$ cat src/rtl/demultiplexer_3.sv
// One-to-three stream demultiplexer with a one-entry holding register per channel.
// Optional drop counter for in_sel==3 words is enabled by defining DEMUX_ERR_CNT_EN.
module demultiplexer_3 #(
  parameter int WIDTH = 16
) (
  input  logic             clk,
  input  logic             rst_n,
  input  logic             in_valid,
  output logic             in_ready,
  input  logic [WIDTH-1:0] in_data,
  input  logic [1:0]       in_sel,
  output logic [WIDTH-1:0] out_data0,
  output logic [WIDTH-1:0] out_data1,
  output logic [WIDTH-1:0] out_data2,
  output logic [2:0]       out_valid,
  input  logic [2:0]       out_ready,
  output logic [7:0]       err_cnt
);

  logic             accept;
  logic [WIDTH-1:0] data_w [3];

  // A channel can take a word when empty or when its current word drains on this edge.
  always_comb begin
    in_ready = 1'b1;
    case (in_sel)
      2'd0:    in_ready = !out_valid[0] || out_ready[0];
      2'd1:    in_ready = !out_valid[1] || out_ready[1];
      2'd2:    in_ready = !out_valid[2] || out_ready[2];
      default: in_ready = 1'b1;
    endcase
  end

  assign accept = in_valid && in_ready;

  genvar gi;
  generate
    for (gi = 0; gi < 3; gi++) begin : g_ch
      logic             valid_reg;
      logic [WIDTH-1:0] data_reg;
      logic             wr;

      assign wr = accept && (in_sel == 2'(gi));

      always_ff @(posedge clk) begin
        if (!rst_n) begin
          valid_reg <= 1'b0;
          data_reg  <= '0;
        end else if (wr) begin
          valid_reg <= 1'b1;
          data_reg  <= in_data;
        end else if (valid_reg && out_ready[gi]) begin
          valid_reg <= 1'b0;
        end
      end

      assign out_valid[gi] = valid_reg;
      assign data_w[gi]    = data_reg;
    end
  endgenerate

  assign out_data0 = data_w[0];
  assign out_data1 = data_w[1];
  assign out_data2 = data_w[2];

`ifdef DEMUX_ERR_CNT_EN
  logic [7:0] err_cnt_reg;

  // Saturating count of words dropped for the invalid destination.
  always_ff @(posedge clk) begin
    if (!rst_n) begin
      err_cnt_reg <= 8'h00;
    end else if (accept && (in_sel == 2'd3) && (err_cnt_reg != 8'hFF)) begin
      err_cnt_reg <= err_cnt_reg + 8'h01;
    end
  end

  assign err_cnt = err_cnt_reg;
`else
  assign err_cnt = 8'h00;
`endif

endmodule

$ cat config.mk
export PLATFORM = sky130hd
export DESIGN_NAME = demultiplexer_3
export DESIGN_NICKNAME = d
export VERILOG_FILES = /design/src/rtl/demultiplexer_3.sv
export SDC_FILE = /design/constraint.sdc
export NUM_CORES = 1
export LEC_CHECK = 0
export CORE_MARGIN = 2
export CORE_UTILIZATION = 35
export CTS_CLUSTER_SIZE = 10
export DETAILED_ROUTE_END_ITERATION = 8
export GPL_TIMING_DRIVEN = 0
export PLACE_DENSITY = 0.67
export SYNTH_ARGS = -nofsm -noshare
export SYNTH_HDL_FRONTEND = slang
export SYNTH_SLANG_ARGS = --single-unit
$ cat constraint.sdc
create_clock -name clk -period 1.3 [get_ports clk]
set_input_delay 0.26 -clock clk [delete_from_list [all_inputs] [get_ports clk]]
set_output_delay 0.26 -clock clk [all_outputs]
set_load 0.02 [all_outputs]
==> metrics.md, run 1 <==
| Metric | Value |
|---|---|
| F_max | 0.7456 GHz |
| Die footprint | 6446 sq um |
| Detailed Place HPWL | 3459 microns |
| Routed length per instance | 13.17 microns |
| Worst Skew | 0.004141 ns |
| CTS tree | built |
| ANT cells | 0 |
| Row count | 27 |
| Status | finished with violations |
| Grt total ovfl | 0 |
| Cells after Synth | 204 |
| Vias | 1611 |
| Final WS setup | -0.04116 ns |
| Clock Path Buffers | 2 |
| Critical Path RT | approximately 1.0 ns |
| Syn_area_per_cell | ~10 sq um |
| Min-delay worst type | in -> reg |
| Core Util, Final | 0.5464 |
| Routed WL | 4874 microns |
| Max VDD drop | 613.4 uV |
| Die W | between 80 and 90 microns |
| Synth Warn # | 0 |
| Starting Density | 0.3654 |
| Initial antenna violation count | 0 |
| Final setup viols | 1 |
| CTS HTree Levels | 2 |
| CTS sink count | 51 |
| RSZ-0062 raised after global routing | true |
| Max Cap Viol | 0 |
| Share of cells above drive strength 1 | 0.1477 |
| Wire length of the first global-routing pass | 7355 microns |
| Critical path class | reg -> out |
| Final nets | 321 |
| Distinct cell type count after synthesis | 20 |
| Die Y | 80.29 microns |
| Setup TNS | -0.04116 ns |
| Crit. End Element | output port |
| Seq cells post-synth | 51 |
| Slew Limit Fails | 0 |
| Vias in the first global route | 1456 |
| Fin crit period | 1.341 ns |
| Lkg Pwr | roughly 1.5 nW |
| Final worst-path cycle share | 1.032 |
| PD cells | 1013 nW/um^2 |
| Startpoint Class | register |
| Worst Tran Pin Value | 0.5459 ns |
| Avg Vias per Cell | 4.354 |
| Num CTS Buffers | 5 |
| Largest net degree at the start of global routing | 18 |
| Root buf cell | clkbuf_8 |
| Iteration-0 DRC Markers | 72 |
| GPL Wtd Cong | around 0.68 |
| Layout area overhead | 49.51% |
| DRC | 0 |
| Register area share after synthesis | 0.5012 |
| CTS clock-pin slew for the worst setup and hold paths | 0.08 ns |
| Pre-Repair DR Iteration Count | 4 |
| Gr usage total | 0.1508 |
| CP max FO | 3 |
| Core region area | 5574 sq um |
| Syn Std Cell Area | roughly 2000 sq um |
| Post-cts hold buffer count | 0 |
| Port bufs | 74 |
| Number of hold violations in the final report | 0 |
| Max_slew headroom | 0.6361 |
| I/O pins | 84 |
| Final ANT Viol Nets | 0 |
| Failing checks | setup timing |
| Arr. time, crit path | between 1 and 1.5 ns |
| Clk_lat worst skew | 0.29 ns |
path summary, 6_finish.rpt:
kind,start,end,slack [ns],cells after the start
worst max register to register,g_ch[0].valid_reg$_SDFFE_PN0P_,out_data0[10]$_SDFFE_PN0P_,0.12,5
worst min-delay path,out_ready[1],g_ch[1].valid_reg$_SDFFE_PN0P_,0.29,3
worst max-delay path,g_ch[1].valid_reg$_SDFFE_PN0P_,in_ready,-0.04,4
worst min register to register,out_data1[12]$_SDFFE_PN0P_,out_data1[12]$_SDFFE_PN0P_,0.46,2
timing repair:
item                                    4_1_cts  5_1_grt
hold endpoints to repair                      0        0
gates cloned                                  0        1
gates resized for setup                      61       23
pin swaps                                     0        4
endpoints found under the setup margin       82       32
setup buffers                                 2        3
cells in the final DEF, fill, tap and decap left out:
cell type        synthesis  layout
nand3b_1                 2       2
nand2b_4                 0       2
buf_6                    3       1
clkdlybuf4s50_1          0      16
o21ai_1                  0       2
buf_1                    1       1
clkbuf_2                 0       2
buf_2                    2       2
dlymetal6s2s_1           0       5
dfxtp_2                  0       3
dlygate4sd2_1            0      48
clkbuf_1                 4       5
a21boi_0                 2       2
o21a_1                   1       1
clkbuf_8                 0       7
nand2_1                 66      66
dfxtp_1                 51      48
clkdlybuf4s15_1          0       1
nor2b_1                  1       1
and3_4                   1       1
mux2i_1                 48      48
buf_4                   12      17
nor2b_4                  0       1
o21ai_2                  0       1
nor3_2                   0       1
clkbuf_16                0       1
clkdlybuf4s15_2          0       1
buf_12                   1       4
conb_1                   1       8
power by group:
part	switching, W	internal (W)	leakage, nW	total [W]
Combinational	0.000251	0.000228	1.06	0.000479
Clock	0.000474	0.000486	0.0515	0.000960
Sequential	0.0000277	0.00162	0.416	0.00164
Total	0.000753	0.00233	1.53	0.00308
Yosys cell counts:
library cell,instances,area [sq um]
dfxtp_1,51,1021
conb_1,1,3.750
nand3b_1,2,15.01
buf_4,12,90.09
buf_1,1,3.750
o21ai_0,3,15.01
mux2i_1,48,480.5
nor3_1,1,5.000
buf_2,2,10.01
buf_8,1,15.01
nor2b_2,1,8.760
nor2b_1,1,6.260
nand2_1,66,247.7
o21a_1,1,7.510
clkbuf_1,4,15.01
buf_12,1,20.02
and3_4,1,11.26
nand2b_1,2,12.51
a21boi_0,2,15.01
buf_6,3,33.78
cell type report:
cell class,instances,area (sq um)
sequential,51,1025
fill,566,2529
clock buffer,8,100.1
buffer,23,190.2
multi-input combinational,136,883.3
timing repair buffer,80,757.0
tap,72,90.09
cells by family after synthesis:
logic type | synth area share
buffers and inverters | 0.09213
muxes | 0.2359
DFF | 0.5012
and+or+nand+nor | 0.1505
other | 0.001841
AOI/OAI and AO/OA | 0.01842
layer usage:
metal,track usage,vias up,routed length (microns)
li1,-,829,-
met1,0.1965,737,2271
met2,0.2492,43,2324
met3,0.02921,2,254
met4,0.05085,0,23
met5,0,-,0
metrics by stage:
stage | worst slack, ns | total power [W] | instances | hold slack (ns) | cell area [sq um]
global route | -0.1013 | 0.003215 | 370 | 0.3245 | 3045
detailed placement | -0.6501 | 0.002179 | 357 | 0.4465 | 2894
global placement | -0.6621 | 0.002175 | 357 | 0.4427 | 2894
finish | -0.04116 | 0.003084 | 370 | 0.2940 | 3045
CTS | -0.2120 | 0.003096 | 366 | 0.3502 | 2933
floorplan | 0.1185 | 0.001951 | 211 | 0.4075 | 2063
critical path: stages, from the launching register on:
cell      delay, ns
dfxtp_2        0.36
nand2b_4       0.06
o21ai_1        0.13
o21ai_1        0.08
buf_4          0.16
Power figures use the tool's default switching activity.
==> run 2: changes to the inputs <==
- PLACE_DENSITY: 0.67 -> unset
- PLACE_DENSITY_LB_ADDON: unset -> 0.25
==> run 2 against run 1 <==
  * The run still ends with setup timing left
  * Sequential cell count unchanged
  * Non-clock buffer count grew 2
  * Critical path depth did not move
  * First-iteration DRC count shrank 46%
  * Via count is 1.5% higher
  * Clock skew increased by 0.0019 ns
==> metrics.md, run 2 (synthesis gave the netlist of run 1 again) <==
| Metric | Value |
|---|---|
| Most common cell after layout, fill and taps aside | nand2_1 |
| GPL Wtd Cong | 0.7275 |
| Wire length of the first global-routing pass | 7631 microns |
| F_max | 0.7550 GHz |
| Max_slew headroom | 0.6081 |
| Vias in the first global route | around 1500 |
| Gr usage total | 0.1583 |
| Core Util, Final | 0.5511 |
| Die Y | roughly 80 microns |
| Iteration-0 DRC Markers | 39 |
| Largest net degree at the start of global routing | 18 |
| CP delay by family, top | flip-flops |
| CTS sink count | 51 |
| Status | finished with violations |
| Routed WL | 4982 microns |
| Starting Density | 0.3654 |
| Critical path class | reg -> out |
| Arr. time, crit path | between 1 and 1.5 ns |
| Row count | 27 |
| Port bufs | 74 |
| Post-Route M1 WL | ~2200 microns |
| Vias | 1635 |
| Final nets | roughly 320 |
| Final worst-path cycle share | 1.019 |
| Initial antenna violation count | 0 |
| Max Cap Viol | 0 |
| Routed length per instance | 13.39 microns |
| Met2 Wirelength | 2419 microns |
| Crit. End Element | output port |
| CTS tree | built |
| DRC | 0 |
| Min-delay worst type | in -> reg |
| Crit-path cells | nand2b_4 -> o21ai_2 -> o21ai_1 -> buf_4 |
| Final WS setup | -0.02450 ns |
| Num CTS Buffers | 5 |
| Clock Path Buffers | 2 |
| Clk_lat worst skew | 0.30 ns |
| ANT cells | 0 |
| CTS HTree Levels | 2 |
| Worst Skew | 0.006046 ns |
| Die W | between 80 and 90 microns |
| Grt total ovfl | 0 |
| CP bufs+invs | 1 |
| Final setup viols | 1 |
| Root buf cell | clkbuf_8 |
| CP max FO | 3 |
| Die footprint | roughly 6400 sq um |
| Lkg Pwr | 1.541 nW |
| Core region area | approximately 5600 sq um |
| CTS clock-pin slew for the worst setup and hold paths | 0.09 ns |
| Max incr delay on CP | 0.36 ns |
| Final ANT Viol Nets | 0 |
| Highest Signal Layer | met4 |
| PD cells | 1060 nW/um^2 |
| Hold WS | 0.2788 ns |
| Worst Tran Pin Value | 0.5878 ns |
| Pre-Repair DR Iteration Count | 4 |
| Failing checks | setup timing |
| Detailed Place HPWL | 3415 microns |
| I/O pins | 84 |
| Layout area overhead | 50.80% |
| Reg2reg setup slack | 0.09 ns |
| Max VDD drop | 572.2 uV |
| Commonest non-fill, non-tap cells in the layout | nand2_1, mux2i_1, dfxtp_1 |
| Avg Vias per Cell | between 4 and 5 |
| Startpoint Class | register |
| Met3 Wirelength | 309 microns |
| Critical Path RT | ~1.0 ns |
| Share of cells above drive strength 1 | 0.1600 |
| CP max stage cell | dfxtp_2 |
| Fin crit period | 1.324 ns |
| Number of hold violations in the final report | 0 |
| Slew Limit Fails | 0 |
| RSZ-0062 raised after global routing | true |
==> run 2: through the flow <==
stage	power (W)	cell area [sq um]	cells	setup WS (ns)	setup TNS [ns]
2_1_floorplan	0.001951	2063	211	0.1185	0
3_5_place_dp	0.002180	2894	357	-0.6595	-15.22
5_1_grt	0.003407	3072	372	-0.08871	-0.08871
6_report	0.003255	3072	372	-0.02450	-0.02450
4_1_cts	0.003296	3007	369	-0.2169	-0.6662
3_3_place_gp	0.002176	2894	357	-0.6569	-14.80
==> run 2: final timing paths <==
kind,startpoint,end,depth (start not counted)
setup / recovery,g_ch[0].valid_reg$_SDFFE_PN0P_,in_ready,4
setup reg to reg,g_ch[0].valid_reg$_SDFFE_PN0P_,out_data0[8]$_SDFFE_PN0P_,5
hold / removal,out_ready[1],g_ch[1].valid_reg$_SDFFE_PN0P_,3
hold reg to reg,out_data2[15]$_SDFFE_PN0P_,out_data2[15]$_SDFFE_PN0P_,2
==> run 2: layout make-up <==
| class | count | area (sq um) |
|---|---|---|
| fillers | 550 | 2502 |
| flip-flops and latches | 51 | 1025 |
| multi-input cells | 136 | 882.1 |
| repair buffers | 83 | 792.0 |
| plain buffers | 22 | 165.2 |
| well taps | 72 | 90.09 |
| clock buffers | 6 | 82.58 |
| clock inverters | 2 | 35.03 |
==> run 2: routing by layer <==
layer  vias up  GRT usage
met4         0    0.07288
met2        49     0.2642
met1       742     0.1921
met5         -          0
met3         7    0.03708
li1        837          -
==> run 2: power breakdown <==
| group | total [W] | switching (W) | internal [W] |
|---|---|---|---|
| logic | 0.000483 | 0.000253 | 0.000230 |
| registers | 0.00164 | 0.0000272 | 0.00162 |
| clock network | 0.00113 | 0.000505 | 0.000623 |
| total | 0.00325 | 0.000785 | 0.00247 |
==> run 2: what timing repair did <==
action	4_1_cts	5_1_grt
hold buffers	0	0
resized for setup	61	24
setup buffers	5	3
setup endpoints to repair	78	32
pin swaps	1	4
cloned	1	0
==> run 2: worst reg2reg max path, stage by stage, from the launching register on <==
cell,delay [ns]
dfxtp_2,0.36
nand2b_4,0.07
buf_4,0.13
nand3b_1,0.09
buf_6,0.24
mux2i_1,0.24
==> RTL change 1: new RTL, settings of run 1 <==
`WIDTH`: 16 -> 12.
--- a/src/rtl/demultiplexer_3.sv
+++ b/src/rtl/demultiplexer_3.sv
@@ -2,5 +2,5 @@
 // Optional drop counter for in_sel==3 words is enabled by defining DEMUX_ERR_CNT_EN.
 module demultiplexer_3 #(
-  parameter int WIDTH = 16
+  parameter int WIDTH = 12
 ) (
   input  logic             clk,
Ports: changed (resized in_data, out_data0, out_data1 and out_data2); port bits go from 84 to 68. No check against the original RTL was run, so the function may have changed too.
==> RTL change 1 against run 1 <==
- worst setup slack gained 49 ps
- sequential cell count decreased by 12
- worst hold slack improved by 12 ps
- synthesized area decreased by 21%
- total power decreased by 18%
- first-iteration DRC count decreased by 60%
- register-to-register slack about the same
- cell area shrank 20%
- wire length fell by 22%
- maximum frequency is 3.8% higher
- critical path type unchanged
- largest power group unchanged
==> RTL change 1: results (changes against run 1) <==
share of cells above drive strength 1=19.2% (+4.5 points); hold crit path type=input pin to register; vias in the first global route=1192 (-18%); Detailed Route WL=3820 um (-22%); EDFF count, synth=0 (unchanged); final RePlAce weighted congestion=0.696 (+3.1%); Post-synth ARST share=0% (unchanged); routed vias/inst=4.36 (about the same); Crit-path slowest cell=dfxtp_2; worst skew pair latency=about 280 ps; ANT cells=0 (unchanged); first-pass GRT wire length=5870 um (-20%); worst vdd ir=0.598 mV (-2.6%); LEAKAGE=1.24 nW (-19%); slew margin rel.=62.7% (-0.94 points); H-Tree Level Count=2 (unchanged); largest net degree at the start of global routing=12 (-6); synth warn=0 (unchanged); drt wl/cell=13.1 um (-0.35%); skew final=5.23 ps (+1.09 ps); Clk. pwr=0.000880 W (-8.3%); crit-path max FO=3 (unchanged); Area contributors post-synth=dfxtp_1, mux2i_1, nand2_1; top post-synthesis cells by count=nand2_1, dfxtp_1, mux2i_1; number of fill cells=411 (-27%); Num CTS Buffers=5 (unchanged); status=complete, no violations; post-synthesis cell type count=19 (-5.0%); Most used DFF post-synth=dfxtp_1; DRT iter0 DRCs=29 (-60%); Global Route Usage Sum=15.1% (about the same); Die Width=71.8 um (-11%); CTS root buffer=clkbuf_8; I/O Buffers=58 (-22%); delay-heaviest family, CP=flip-flops; CP max stage delay=~350 ps; clock tree buffer depth=2 (unchanged); P per Cell Area=1040 nW/um2 (+2.7%); Seq/Total Area, Yosys=48.6% (-1.5 points); Flop pwr share=49.7% (-3.6 points); sw power=0.000625 W (-17%); fin nets=258 (-20%); placed cell count=278 (-22%); Syn Area/Cell=9.98 um2 (about the same); placed inst area=2280 um2 (-21%); DR pass1 iterations=4 (unchanged); initial antenna violation count=0 (unchanged); DPL Wire Length=2550 um (-26%); CTS clk-pin slew, worst paths=around 70 ps; Critical Path AT=1030 ps (-50 ps)
## RTL change 1: cells by family (layout without fill, tap and decap cells)
group           after synthesis  count (layout)  share of synthesized area [%]
mux                          36              36                           22.4
other cells                   1               8                          0.233
flops                        39              39                           48.6
simple gates                 58              58                           16.3
buf+inv                      21              92                           10.1
compound gates                6               6                           2.34
## RTL change 1: layout make-up
class / count / share of cell area, %
multi-input cells: 108 / 30.3
plain buffers: 20 / 6.58
clock buffers: 8 / 4.11
flip-flops and latches: 39 / 32.2
well taps: 52 / 2.67
repair buffers: 64 / 24.2
## RTL change 1: path summary, 6_finish.rpt
kind                                                startpoint                              to  slack, ps  depth (start not counted)
worst max-delay path            g_ch[0].valid_reg$_SDFFE_PN0P_                        in_ready          8                          4
worst min-delay path                              out_ready[1]  g_ch[1].valid_reg$_SDFFE_PN0P_        310                          3
worst max register to register  g_ch[2].valid_reg$_SDFFE_PN0P_      out_data2[10]$_SDFFE_PN0P_        120                          4
worst min register to register       out_data0[8]$_SDFFE_PN0P_       out_data0[8]$_SDFFE_PN0P_        450                          2
## RTL change 1: routing by layer
metal | up-vias | GRT usage, % | wire, um
li1 | 658 | - | -
met1 | 561 | 19.0 | 1700
met2 | 47 | 24.5 | 1800
met3 | 2 | 4.78 | 302
met4 | 0 | 5.03 | 17
met5 | - | 0 | 0
## RTL change 1: through the flow
step	hold slack, ps	TNS (ps)	utilization, %	setup WS, ps
global placement	443	-12060	52.0	-674
finish	306	0	55.5	8.33
floorplan	407	0	-	97.8
global route	349	-80.7	55.5	-80.7
CTS	337	-862	53.4	-245
detailed placement	447	-12080	52.0	-688
## RTL change 1: timing repair
action,CTS,global route
setup endpoints to repair,60,28
pin swaps,1,2
gates resized for setup,47,28
setup buffers,1,3
hold endpoints to repair,0,0
gates cloned,1,1
==> RTL change 2: new RTL, flow settings as in run 1 <==
Without the edit above. Add a define of `DEMUX_ERR_CNT_EN`.
--- a/src/rtl/demultiplexer_3.sv
+++ b/src/rtl/demultiplexer_3.sv
@@ -1,4 +1,6 @@
 // One-to-three stream demultiplexer with a one-entry holding register per channel.
 // Optional drop counter for in_sel==3 words is enabled by defining DEMUX_ERR_CNT_EN.
+`define DEMUX_ERR_CNT_EN
+
 module demultiplexer_3 #(
   parameter int WIDTH = 16
Formal check against the unedited RTL: not equivalent (Yosys sat finds a counterexample within 4 cycles, from zero or initial values and one cycle with rst_n low).
==> RTL change 2 against run 1 <==
- combinational power up 6.9%
- clock power up 91%
- total power up 37%
- worst setup slack worse by 96 ps
- maximum frequency down 6.7%
- wire length up 61%
- cell area up 25%
- critical endpoint unchanged
- core utilization up 0.96 points
- synthesized area up 23%
- the run still ends with negative setup slack left
- sequential cell count up 8
- clock skew up 4.1 ps
==> RTL change 2: results (changes against run 1) <==
status=finished with violations; failing checks=negative setup slack; slew margin rel.=65.2% (+1.6 points); Num CTS Buffers=9 (+4); WL met3=401 um (+58%); Post-CTS Resized=125 (+100%); worst hold slack=261 ps (-33.2 ps); largest net degree at the start of global routing=11 (-7); LEAKAGE=1.49 nW (-2.3%); DRT iter0 DRCs=207 (+190%); skew final=8.23 ps (+4.08 ps); comb pwr=0.000512 W (+6.9%); top post-synthesis cells by count=dfxtp_1, a21oi_1, nand3_1; Critical Path AT=1180 ps (+100 ps); fin nets=423 (+32%); met1 Use GR=28.2% (+8.5 points); reg-to-reg endpoint=err_cnt[5]$_SDFFE_PN0P_; H-Tree Level Count=3 (+1); worst hold endpoint=err_cnt[7]$_SDFFE_PN0P_; Area contributors post-synth=dfxtp_1, a21oi_1, nand3_1; Seq/Total Area, Yosys=47.3% (-2.9 points); placed inst area=3450 um2 (+19%); Setup Viol. Count Final=1 (unchanged); Cells on Worst Hold Path=2 (-1); worst hold path startpoint=rst_n; RR Startpoint=err_cnt[6]$_SDFFE_PN0P_; met3 track demand over resource=4.85% (+1.9 points); first-pass GRT wire length=12000 um (+64%); Clock Power Share=43.2% (+12 points); DPL Wire Length=5480 um (+58%); routed vias/inst=5.25 (+21%); number of fill cells=635 (+12%); final RePlAce weighted congestion=0.833 (+23%); I/O Buffers=82 (+11%); Reg2Reg Depth=3 (-2); reg2reg setup slack=40 ps (-80 ps); worst skew pair latency=340 ps (+50 ps); met2 usage in global routing=30.5% (+5.6 points); Total Neg Setup Slack=-137 ps (-96.3 ps); min setup slack post-route=-137 ps (-96.3 ps); Syn Inst Count=292 (+43%); vias in the first global route=2385 (+64%); metal2 WL=3700 um (+59%); Tot Pwr=0.00423 W (+37%)
RTL change 2: changes by cell type in the layout (fill, tap and decap cells not counted), sizes merged, moves of 10 or more:
cell,delta
nand2,-60
a21oi,+53
nand3,+52
o21ai,+48
mux2i,-43
dlygate4sd2,-32
clkdlybuf4s15,+29
clkbuf,+17
buf,+10
RTL change 2: cells by family after synthesis:
kind of cell / count (synthesis) / share of synthesized area [%]
compound gates: 111 / 23.3
simple gates: 85 / 19.4
flops: 59 / 47.3
buf+inv: 31 / 7.51
mux: 5 / 2.00
fa+ha+maj: 1 / 0.501
RTL change 2: worst max-delay path: stages, from the launching register on:
cell	delay (ps)
dfxtp_4	370
nand2b_4	50
mux2i_1	150
o21ai_1	100
buf_4	160
RTL change 2: final cells by class:
cell class	count	area (um2)	share of cell area [%]
multi-input cells	202	1220	31.8
clock inverters	5	77.6	2.03
well taps	96	120	3.15
inverters	2	7.51	0.197
flip-flops and latches	59	1200	31.6
repair buffers	99	855	22.4
clock buffers	10	138	3.60
plain buffers	25	200	5.24
